--- src/rtl/bsg_mul_sched_pkg.sv ---
// Shared types and constants for the iterative multiplier scheduler.
package bsg_mul_sched_pkg;

  typedef enum logic [1:0] {
    eIdle = 2'd0,
    eBusy = 2'd1,
    eResp = 2'd2
  } state_e;

  localparam int ops_cnt_width_lp = 32;

endpackage

--- src/rtl/bsg_mul_sched_rr_arb.sv ---
// Round-robin arbiter: the requester at pointer has highest priority, then
// priority wraps upward modulo num_req_p. Grant is one-hot or all-zero.
module bsg_mul_sched_rr_arb #(
  parameter int num_req_p = 4,
  localparam int idx_w_lp = $clog2(num_req_p)
) (
  input  logic [num_req_p-1:0] reqs,
  input  logic                 enable,
  input  logic [idx_w_lp-1:0]  pointer,
  output logic [num_req_p-1:0] grant
);

  logic                found;
  logic [idx_w_lp-1:0] idx;

  always_comb begin
    grant = '0;
    found = 1'b0;
    idx   = '0;
    for (int i = 0; i < num_req_p; i++) begin
      idx = idx_w_lp'((int'(pointer) + i) % num_req_p);
      if (enable && !found && reqs[idx]) begin
        grant[idx] = 1'b1;
        found      = 1'b1;
      end
    end
  end

endmodule

--- src/rtl/bsg_mul_iterative_scheduler.sv ---
// Shares one iterative multiplier among num_req_p requesters, one operation
// in flight at a time, with round-robin grant and per-owner response return.
module bsg_mul_iterative_scheduler
  import bsg_mul_sched_pkg::*;
#(
  parameter int num_req_p = 4,
  parameter int width_p   = 64
) (
  input  logic                                clk_i,
  input  logic                                reset_i,
  input  logic [num_req_p-1:0]                req_v_i,
  input  logic [num_req_p-1:0][width_p-1:0]   req_opA_i,
  input  logic [num_req_p-1:0][width_p-1:0]   req_opB_i,
  input  logic [num_req_p-1:0]                req_signed_i,
  output logic [num_req_p-1:0]                req_ready_o,
  input  logic                                mul_ready_i,
  output logic                                mul_v_o,
  output logic [width_p-1:0]                  mul_opA_o,
  output logic [width_p-1:0]                  mul_opB_o,
  output logic                                mul_signed_o,
  input  logic                                mul_v_i,
  input  logic [2*width_p-1:0]                mul_result_i,
  output logic                                mul_yumi_o,
  output logic [num_req_p-1:0]                resp_v_o,
  output logic [2*width_p-1:0]                resp_data_o,
  input  logic [num_req_p-1:0]                resp_yumi_i,
  output logic [ops_cnt_width_lp-1:0]         ops_done_o
);

  localparam int idx_w_lp = $clog2(num_req_p);
  typedef logic [idx_w_lp-1:0] idx_t;

  state_e                      state_r, state_n;
  idx_t                        last_grant_r, owner_r, pointer, grant_idx;
  logic [2*width_p-1:0]        result_r;
  logic [ops_cnt_width_lp-1:0] ops_done_r;
  logic [num_req_p-1:0]        grant;
  logic                        arb_en, resp_accept;

  assign pointer = (last_grant_r == idx_t'(num_req_p - 1)) ? '0 : last_grant_r + idx_t'(1);
  // Reset gating keeps the grant low while state is already forced to eIdle.
  assign arb_en  = (state_r == eIdle) & mul_ready_i & ~reset_i;

  bsg_mul_sched_rr_arb #(.num_req_p(num_req_p)) arb (
    .reqs    (req_v_i),
    .enable  (arb_en),
    .pointer (pointer),
    .grant   (grant)
  );

  always_comb begin
    grant_idx = '0;
    for (int i = 0; i < num_req_p; i++) begin
      if (grant[i]) grant_idx = idx_t'(i);
    end
  end

  assign req_ready_o  = grant;
  assign mul_v_o      = |grant;
  assign mul_opA_o    = req_opA_i[grant_idx];
  assign mul_opB_o    = req_opB_i[grant_idx];
  assign mul_signed_o = req_signed_i[grant_idx];

  assign mul_yumi_o   = (state_r == eBusy) & mul_v_i;
  assign resp_accept  = (state_r == eResp) & resp_yumi_i[owner_r];
  assign resp_v_o     = (state_r == eResp) ? ({{(num_req_p-1){1'b0}}, 1'b1} << owner_r) : '0;
  assign resp_data_o  = result_r;
  assign ops_done_o   = ops_done_r;

  always_comb begin
    state_n = state_r;
    case (state_r)
      eIdle:   if (mul_v_o)     state_n = eBusy;
      eBusy:   if (mul_v_i)     state_n = eResp;
      eResp:   if (resp_accept) state_n = eIdle;
      default:                  state_n = eIdle;
    endcase
  end

  always_ff @(posedge clk_i or posedge reset_i) begin
    if (reset_i) begin
      state_r      <= eIdle;
      last_grant_r <= idx_t'(num_req_p - 1);
      owner_r      <= '0;
      result_r     <= '0;
      ops_done_r   <= '0;
    end else begin
      state_r <= state_n;
      if (mul_v_o) begin
        owner_r      <= grant_idx;
        last_grant_r <= grant_idx;
      end
      if (mul_yumi_o)  result_r   <= mul_result_i;
      if (resp_accept) ops_done_r <= ops_done_r + 1'b1;
    end
  end

endmodule

--- config.mk ---
export PLATFORM = sky130hd
export DESIGN_NAME = bsg_mul_iterative_scheduler
export DESIGN_NICKNAME = d
export VERILOG_FILES = /design/src/rtl/bsg_mul_sched_pkg.sv /design/src/rtl/bsg_mul_sched_rr_arb.sv /design/src/rtl/bsg_mul_iterative_scheduler.sv
export SDC_FILE = /design/constraint.sdc
export NUM_CORES = 1
export LEC_CHECK = 0
export BUFFER_PORTS_ARGS = -buffer_cell sky130_fd_sc_hd__buf_2
export CAP_MARGIN = 0
export CORE_AREA = 2 2 375 377
export DETAILED_ROUTE_END_ITERATION = 8
export DIE_AREA = 0 0 377 379
export SLEW_MARGIN = 40
export SYNTH_ARGS = -nofsm -noshare
export SYNTH_HDL_FRONTEND = slang
export SYNTH_SLANG_ARGS = --single-unit
--- constraint.sdc ---
create_clock -name clk_i -period 5 [get_ports clk_i]
set_input_delay 0 -clock clk_i [delete_from_list [all_inputs] [get_ports clk_i]]
set_output_delay 0 -clock clk_i [all_outputs]
set_load 0.02 [all_outputs]
==> results of run 1 <==
[report_power, final]
part           total [W]  leakage (nW)  internal (W)  switching (W)
clock network    0.00148         0.317      0.000778       0.000701
registers        0.00218          2.11       0.00186       0.000317
logic            0.00706          8.16       0.00218        0.00488
[cells by family (layout without fill, tap and decap cells)]
group	Yosys count	count (layout)	share of synthesized area
adder cells (fa/ha/maj)	7	7	0.00804
other	0	19	0
flip-flops	166	166	0.382
XOR/XNOR	31	31	0.0249
buffers and inverters	135	1189	0.0560
multiplexers	139	139	0.134
AND/OR/NAND/NOR	724	724	0.290
AO/OA/AOI/OAI	154	155	0.105
[layout make-up]
type,instances,area share
repair buffers,1143,0.332
inverters,14,0.00335
well taps,1807,0.112
multi-input cells,1056,0.311
diodes,19,0.00236
clock buffers,17,0.0211
clock inverters,15,0.0114
flip-flops and latches,166,0.206
[cells in the final DEF, fill, tap and decap left out, types with 3 or more instances in the layout]
cell and count:
a211oi_1 126, diode_2 19, inv_8 4, o221ai_1 3
buf_4 44, ha_1 7, dlygate4sd3_1 132, and3_1 6
and4_1 3, buf_2 954, inv_6 5, xor2_1 8
clkbuf_16 17, mux4_2 5, nor4_2 11, nor2_1 142
inv_1 11, nand3_1 13, buf_12 10, mux2i_1 132
a211oi_2 3, xnor2_1 23, or3_1 3, clkinv_8 6
a21oi_1 3, nand4_1 8, dfrtp_1 164, o21ai_0 5
nand2_1 404, nor4_1 118
[through the flow]
stage	cell area, µm²	worst slack, ns	utilization
6_report	20200	0.0803	0.145
5_1_grt	20100	0.0106	0.145
4_1_cts	20000	0.114	0.144
3_5_place_dp	18000	0.661	0.130
3_3_place_gp	18000	0.0117	0.129
2_1_floorplan	10900	0.513	-
[worst max-delay path, stage by stage, from the launching register on]
cell,delay (ns)
dfstp_2,0.42
ha_1,0.32
nor2_2,0.40
mux4_2,0.63
a21oi_1,0.55
a31o_4,0.38
buf_12,0.37
buf_4,0.38
mux2i_1,0.12
a211oi_1,0.53
buf_2,0.28
[routing by layer]
metal  routed length [µm]  GRT usage
met1                46000      0.178
met2                49700      0.232
met3                11000     0.0586
met4                 4990     0.0517
met5                  511          0
[sequential cells by signal (all words and copies together) (netlist names)]
| register | cells |
|---|---|
| resp_data_o | 128 |
| ops_done_o | 32 |
| last_grant_r | 2 |
| owner_r | 2 |
| state_r | 2 |
[path summary, 6_finish.rpt]
check                      cells past startpoint            start                to  slack, ns
max                                           10  last_grant_r[0]     mul_opB_o[13]       0.08
min                                            3          reset_i    ops_done_o[27]       0.06
max reg2reg                                    7  last_grant_r[0]   last_grant_r[1]       1.39
min reg2reg                                    2  resp_data_o[50]   resp_data_o[50]       0.47
max in group asynchronous                      5          reset_i  resp_data_o[101]       3.79
min in group clk_i                             5      mul_ready_i        state_r[0]       0.20
[what timing repair did]
item | 4_1_cts | 5_1_grt
resized for setup | 0 | 1
hold endpoints to repair | 179 | 0
setup buffers | 0 | 4
endpoints found under the setup margin | 0 | 3
hold buffers | 132 | 0
==> key figures, run 1 <==
Power
  • Lkg Pwr: 10.6 nW
  • Max VDD drop: 329 µV
  • Total power: 0.0107 W
  • Pwr/cell area: 532 nW/µm²

Setup path
  • Setup crit end kind: output pin
  • Critical path fanouts, max: 48
  • Worst EP required: 5.00 ns
  • CP Launch Type: flop
  • Crit Path Category: reg2out
  • Worst path arrival time: 4.92 ns

Run status
  • Status: complete, no violations

GRT
  • First-pass GRT wire length: 138,000 µm
  • Vias in the first global route: 14,900
  • Largest net degree at the start of global routing: 135
  • Gr usage total: 0.146
  • Antenna violations before repair: 102
  • Global route overflow: 0

Timing
  • Final period utilization: 0.984
  • Slew Viols, Final: 0
  • Final Setup Violations: 0
  • Worst hold margin: 0.0582 ns
  • RSZ-0062 raised after global routing: false
  • Fmax: 203 MHz
  • Final Hold Vio Count: 0
  • Fin Clk Skew: 0.0243 ns
  • Tightest Pin Transition: 0.841 ns
  • Setup TNS: 0 ns
  • Minimum clock period: 4.92 ns
  • Worst slew margin: 0.423

Yosys
  • Async set-reset flop share out of synthesis: 1.00
  • Yosys cell types: 48
  • Syn Inst Count: 1,356
  • Number of synthesized flops with an enable pin: 0
  • Synth area leaders: dfrtp_1 (38%), nand2_1 (14%), mux2i_1 (12%), a211oi_1 (8.9%), nor4_1 (7.4%)
  • Syn Nets: 2,019
  • Yosys top cell by area: dfrtp_1
  • Top-area cell type share of the netlist area: 0.377
  • Top_reg_cell synth: dfrtp_1
  • Post-synthesis sequential area ratio: 0.382
  • Count leader, synth: nand2_1
  • Synth cell count leaders: nand2_1 (405), dfrtp_1 (164), nor2_1 (143)
  • Avg Cell Area, Syn: 8.03 µm²
  • #FFs+latches synth: 166
  • Mapped cell area: 10,900 µm²
  • Ys Warns: 0

Final layout
  • Fill cells: 16,000
  • Final non-filler cell total: 4,237
  • Multi-input gate area: 6270 µm²
  • FF+latch area: 4160 µm²
  • Layout cells sized above 1: 0.448
  • P&R area growth vs syn: 85.1%
  • Nets@finish: 3,061

Placed design
  • Gpl congestion: 0.996
  • Buffers on Ports: 954
  • Placed insts: 4,047
  • HPWL Detailed: 96,600 µm

Die
  • FP Rows: 137
  • Core Region: 139,000 µm²
  • Die Area: 143,000 µm²
  • Die width: 377 µm
  • Effective utilization at floorplan: 0.0784
  • Die height: 379 µm
  • # IOs: 955

Routing
  • Antenna viol nets, final: 0
  • Routed len/inst: 26.5 µm
  • # DRC: 0
  • Drt initial violations: 966
  • DR vias: 15,600
  • Drt first pass iters: 5
  • Routed wire length: 112,000 µm
  • Via/cell ratio: 3.68

Flow run
  • Max Cap Viol: 0

Clocking
  • H-tree depth: 4
  • Clock Tree Buf Depth: 2
  • Worst-skew pair later-pin latency: 0.48 ns
  • TritonCTS clock tree: done
  • Clock transition at path regs: 0.08 ns
  • Clock buffer count from CTS: 17
  • Clock sink count: 166
  • Root buf cell: clkbuf_16

Worst hold path
  • Worst hold path class: in2async
No activity file was read; power rests on OpenSTA's default activity.
==> run 2, diff against run 1 <==
==> constraint.sdc (replaced) <==
create_clock -name clk_i -period 5 [get_ports clk_i]
set_input_delay 0 -clock clk_i [delete_from_list [all_inputs] [get_ports clk_i]]
set_output_delay 0 -clock clk_i [all_outputs]
set_load 0.1 [all_outputs]
==> run 2 against run 1 <==
Clock-buffer cell count stayed put. Cell count is 0.21% higher. Sequential cell count stayed put. Clock power is 9% lower. Non-clock buffer count is 1 lower. Maximum frequency is 0.88% higher. Utilization is 0.43 points higher. Register-to-register slack worse by 0.02 ns. Total power is 64% higher. Final area is 2.9% higher. Worst setup slack better by 0.043 ns. Largest cell class is now multi-input combinational cells. Highest routed layer unchanged.
==> key figures, run 2 (synthesis gave the netlist of run 1 again) <==
Timing
  • Fmax: 205 MHz
  • RSZ-0062 raised after global routing: false
  • Worst hold margin: 0.144 ns
  • Final WS setup: 0.123 ns
  • Minimum clock period: 4.88 ns
  • Final Setup Violations: 0
  • Slew Viols, Final: 0
  • Fin Clk Skew: 0.0228 ns
  • Final Hold Vio Count: 0
  • Final period utilization: 0.975
  • Tightest Pin Transition: 0.803 ns
  • Setup TNS: 0 ns
  • Worst slew margin: 0.461

Clocking
  • Clock Tree Buf Depth: 2
  • H-tree depth: 4
  • Clock sink count: 166
  • Clock buffer count from CTS: 17
  • Clock transition at path regs: 0.09 ns
  • Root buf cell: clkbuf_16
  • Post-CTS Setup Inserts: 0
  • Worst-skew pair later-pin latency: 0.48 ns
  • TritonCTS clock tree: done

Routing
  • # DRC: 0
  • Routed wire length: 111,000 µm
  • Via/cell ratio: 3.70
  • Antenna viol nets, final: 0
  • Drt first pass iters: 5
  • DR vias: 15,700
  • Routed len/inst: 26.2 µm
  • Drt initial violations: 892

Final layout
  • Layout cells sized above 1: 0.497
  • Nets@finish: 3,059
  • Final non-filler cell total: 4,246
  • Most frequent cells in the layout: buf_2 (930), nand2_1 (404), dfrtp_1 (164), nor2_1 (143), dlygate4sd3_1 (130)
  • P&R area growth vs syn: 90.5%
  • Max reg flops: 128
  • Post-Layout Inst Area: 20,700 µm²
  • Most common cell after layout, fill and taps aside: buf_2

GRT
  • First-pass GRT wire length: 140,000 µm
  • Largest net degree at the start of global routing: 110
  • Vias in the first global route: 15,100
  • Gr usage total: 0.146
  • Antenna violations before repair: 101
  • Global route overflow: 0

Power
  • Lkg Pwr: 10.7 nW
  • Pwr/cell area: 845 nW/µm²
  • Max VDD drop: 642 µV

Setup path
  • Crit path from: last_grant_r[0]
  • Critical path fanouts, max: 24
  • Crit Path Category: reg2out
  • Worst EP required: 5.00 ns
  • Reg-to-Reg Start: last_grant_r[0]
  • Setup crit end kind: output pin
  • Worst reg2reg path depth: 9
  • R2R Path End: owner_r[0]
  • CP Launch Type: flop
  • Worst path arrival time: 4.88 ns
  • Critical Path End: mul_signed_o
  • Worst R2R Setup Slack: 1.37 ns

Die
  • Die width: 377 µm
  • Die height: 379 µm
  • FP Rows: 137
  • Core Region: 139,000 µm²
  • Effective utilization at floorplan: 0.0784
  • Die Area: 143,000 µm²
  • # IOs: 955

Placed design
  • Gpl congestion: 0.937
  • Placed insts: 4,054
  • Placed Area: 18,700 µm²
  • HPWL Detailed: 95,300 µm
  • Buffers on Ports: 954
  • Pre-CTS setup slack: 0.371 ns

Run status
  • Status: complete, no violations

Flow run
  • Max Cap Viol: 0

Worst hold path
  • Worst hold path class: in2reg
[run 2: cell count changes in the layout (fill, tap and decap cells not counted), sizes merged]
| cell | before | now |
|---|---|---|
| a31o | 3 | 2 |
| bufinv | 2 | 0 |
| clkbuf | 17 | 18 |
| clkinv | 7 | 8 |
| diode | 19 | 30 |
| dlygate4sd3 | 132 | 130 |
| inv | 20 | 21 |
[run 2: through the flow]
stage           util  total power, W
2_1_floorplan      -          0.0126
3_3_place_gp   0.134          0.0161
3_5_place_dp   0.135          0.0161
4_1_cts        0.149          0.0177
5_1_grt        0.149          0.0181
6_report       0.149          0.0175
[run 2: timing repair]
action,CTS,global route
gates cloned,0,0
setup endpoints to repair,18,24
resized for setup,21,3
hold endpoints to repair,186,0
hold buffers,130,0
[run 2: worst min path at each step]
stage,end,depth (start not counted),from,slack (ns)
4_1_cts,state_r[1],3,resp_yumi_i[2],0.10
3_5_place_dp,ops_done_o[18],2,reset_i,0.18
3_3_place_gp,state_r[0],2,reset_i,0.17
5_1_grt,state_r[1],3,resp_yumi_i[0],0.17
2_1_floorplan,resp_data_o[0],2,mul_result_i[0],0.11
6_report,state_r[1],3,resp_yumi_i[2],0.14
[run 2: layer usage]
metal | vias to the layer above | part of all wire | track usage | wire, µm
li1 | 6884 | - | - | -
met1 | 7659 | 0.41 | 0.181 | 45800
met2 | 835 | 0.43 | 0.222 | 47900
met3 | 246 | 0.11 | 0.0680 | 12700
met4 | 82 | 0.038 | 0.0505 | 4200
met5 | - | 0.0047 | 0 | 523
[run 2: layout make-up]
cell class,count,area (µm²)
antenna,30,75.1
clock buffer,17,425
clock inverter,15,156
fill,15900,118000
inverter,14,65.1
multi-input combinational,1055,6890
sequential,166,4160
tap,1807,2260
timing repair buffer,1142,6710
[run 2: report_power, final]
| part | leakage, nW | total [W] | internal [W] | switching (W) |
|---|---|---|---|---|
| Sequential | 2.11 | 0.00217 | 0.00186 | 0.000304 |
| Clock | 0.287 | 0.00135 | 0.000664 | 0.000686 |
| Combinational | 8.34 | 0.0140 | 0.00240 | 0.0116 |
[run 2: worst max-delay path: stages (launching register included)]
cell	delay [ns]
dfstp_2	0.64
ha_1	0.40
nor2_4	0.13
mux4_2	0.51
or4_1	0.55
a31o_4	0.40
buf_12	0.24
buf_4	0.27
mux2i_1	0.16
a211oi_2	0.53
clkbuf_4	0.46
==> run 3, diff against run 2 <==
Settings changed: SETUP_SLACK_MARGIN from default to 0.3.
==> run 3 against run 2 <==
Total power up 0.85%. Worst hold slack better by 0.0067 ns. Sequential power about the same. Clock-buffer cell count unchanged. Critical path depth unchanged. Critical endpoint is now mul_opB_o[18]. Non-clock buffer count up 6. Maximum frequency up 6.3%. Worst setup slack better by 0.29 ns. Utilization up 0.15 points. Cell count up 0.28%. Clock skew down 0.0015 ns.
==> key figures, run 3 (synthesis gave the netlist of run 1 again) <==
Timing
  • RSZ-0062 raised after global routing: false
  • Tightest Pin Transition: 0.834 ns
  • Setup TNS: 0 ns
  • Fin Clk Skew: 0.0213 ns
  • Fmax: 218 MHz
  • Final period utilization: 0.918
  • Final Setup Violations: 0
  • Worst slew margin: 0.439
  • Final Hold Vio Count: 0
  • Slew Viols, Final: 0
  • Minimum clock period: 4.59 ns

Flow run
  • Max Cap Viol: 0

Clocking
  • Root buf cell: clkbuf_16
  • H-tree depth: 4
  • Worst-skew pair later-pin latency: 0.48 ns
  • Clock Tree Buf Depth: 2
  • Clock sink count: 166
  • Clock buffer count from CTS: 17
  • TritonCTS clock tree: done
  • Clock transition at path regs: 0.09 ns

GRT
  • Antenna violations before repair: 102
  • Largest net degree at the start of global routing: 110
  • First-pass GRT wire length: 140,000 µm
  • Global route overflow: 0
  • Gr usage total: 0.147
  • Vias in the first global route: 15,200

Final layout
  • Most frequent cells in the layout: buf_2 (918), nand2_1 (404), dfrtp_1 (164), nor2_1 (143), dlygate4sd3_1 (130)
  • Most common cell after layout, fill and taps aside: buf_2
  • P&R area growth vs syn: 92.4%
  • Max reg flops: 128
  • Final Core Density: 0.151
  • Layout cells sized above 1: 0.501
  • Nets@finish: 3,065

Die
  • Die Area: 143,000 µm²
  • # IOs: 955
  • FP Rows: 137
  • Die height: 379 µm
  • Effective utilization at floorplan: 0.0784
  • Die width: 377 µm
  • Core Region: 139,000 µm²

Power
  • Lkg Pwr: 10.8 nW
  • Max VDD drop: 642 µV
  • Pwr/cell area: 844 nW/µm²
  • Total power: 0.0177 W

Setup path
  • Reg-to-Reg Start: last_grant_r[0]
  • Worst EP required: 5.00 ns
  • Delay-heaviest family, CP: buffers and inverters
  • CP Launch Type: flop
  • Crit-path max cell delay: 0.64 ns
  • Setup crit end kind: output pin
  • R2R Path End: owner_r[0]
  • Critical path fanouts, max: 24
  • Worst path arrival time: 4.59 ns
  • Crit Path Category: reg2out
  • CP max-delay cell: dfstp_2
  • Buf+Inv Stages, Crit Path: 4
  • CP cell instances: inv_1 -> ha_2 -> mux4_2 -> or4_1 -> a31o_4 -> buf_12 -> buf_4 -> mux2i_1 -> a211oi_2 -> buf_6
  • Worst reg2reg path depth: 10
  • Worst R2R Setup Slack: 1.50 ns
  • Number of cells on the critical path: 10

Routing
  • Routed wire length: 111,000 µm
  • Routed len/inst: 26.1 µm
  • DR vias: 15,700
  • Drt initial violations: 977
  • # DRC: 0
  • Antenna viol nets, final: 0
  • Via/cell ratio: 3.69
  • Drt first pass iters: 6

Worst hold path
  • Hold Path Depth: 3
  • Hold Startpoint: resp_yumi_i[2]
  • Worst hold path endpoint: state_r[1]
  • Worst hold path class: in2reg

Placed design
  • HPWL Detailed: 95,300 µm
  • Gpl congestion: 0.937
  • Buffers on Ports: 954

Run status
  • Status: complete, no violations
run 3: cell types whose count changed in the layout (fill, tap and decap cells not counted), sizes merged:
| cell | change |
|---|---|
| diode | +6 |
| buf | +4 |
| clkbuf | +2 |
run 3: per-stage QoR:
step / hold slack, ns / area (µm²) / worst slack, ns / std cells
after floorplan: 0.105 / 11500 / -0.0379 / 1356
after global placement: 0.173 / 18600 / 0.248 / 4053
after detailed placement: 0.175 / 18700 / 0.371 / 4054
after CTS: 0.100 / 20800 / 0.282 / 4219
after global routing: 0.165 / 20900 / 0.305 / 4238
final: 0.151 / 20900 / 0.412 / 4258
run 3: routing by layer:
metal | global-route usage | vias to the layer above | part of all wire
li1 | - | 6890 | -
met1 | 0.180 | 7611 | 0.41
met2 | 0.222 | 869 | 0.43
met3 | 0.0705 | 244 | 0.12
met4 | 0.0507 | 88 | 0.040
met5 | 0 | - | 0.0052
run 3: final cells by class:
type	count	area (µm²)
Clock buffer	17	425
Clock inverter	15	156
Sequential cell	166	4160
Multi-Input combinational cell	1055	6970
Tap cell	1807	2260
Fill cell	15800	118000
Antenna cell	36	90.1
Timing Repair Buffer	1148	6830
Inverter	14	65.1
run 3: worst max path at each step:
stage	from	to	slack, ns
floorplan	last_grant_r[0]	mul_opA_o[0]	-0.04
global placement	last_grant_r[0]	mul_opB_o[49]	0.25
detailed placement	last_grant_r[0]	mul_opB_o[27]	0.37
CTS	last_grant_r[0]	mul_opB_o[27]	0.28
global route	last_grant_r[0]	mul_opA_o[17]	0.31
finish	last_grant_r[0]	mul_opB_o[18]	0.41
run 3: tightest hold or removal path, cell delays in order:
cell and delay, ns:
buf_2 0.07, mux4_2 0.38, o21ai_0 0.12
run 3: power breakdown:
group / internal (W) / switching, W / leakage [nW] / total (W)
logic: 0.00251 / 0.0117 / 8.38 / 0.0142
clock network: 0.000664 / 0.000687 / 0.287 / 0.00135
registers: 0.00186 / 0.000304 / 2.11 / 0.00217
total: 0.00503 / 0.0126 / 10.8 / 0.0177
run 3: repair_timing:
item | in CTS | in global routing
pin swaps | 6 | 4
hold buffers | 130 | 0
setup buffers | 3 | 3
cloned | 0 | 0
setup endpoints to repair | 52 | 34
gates resized for setup | 46 | 14
endpoints found under the hold margin | 186 | 0
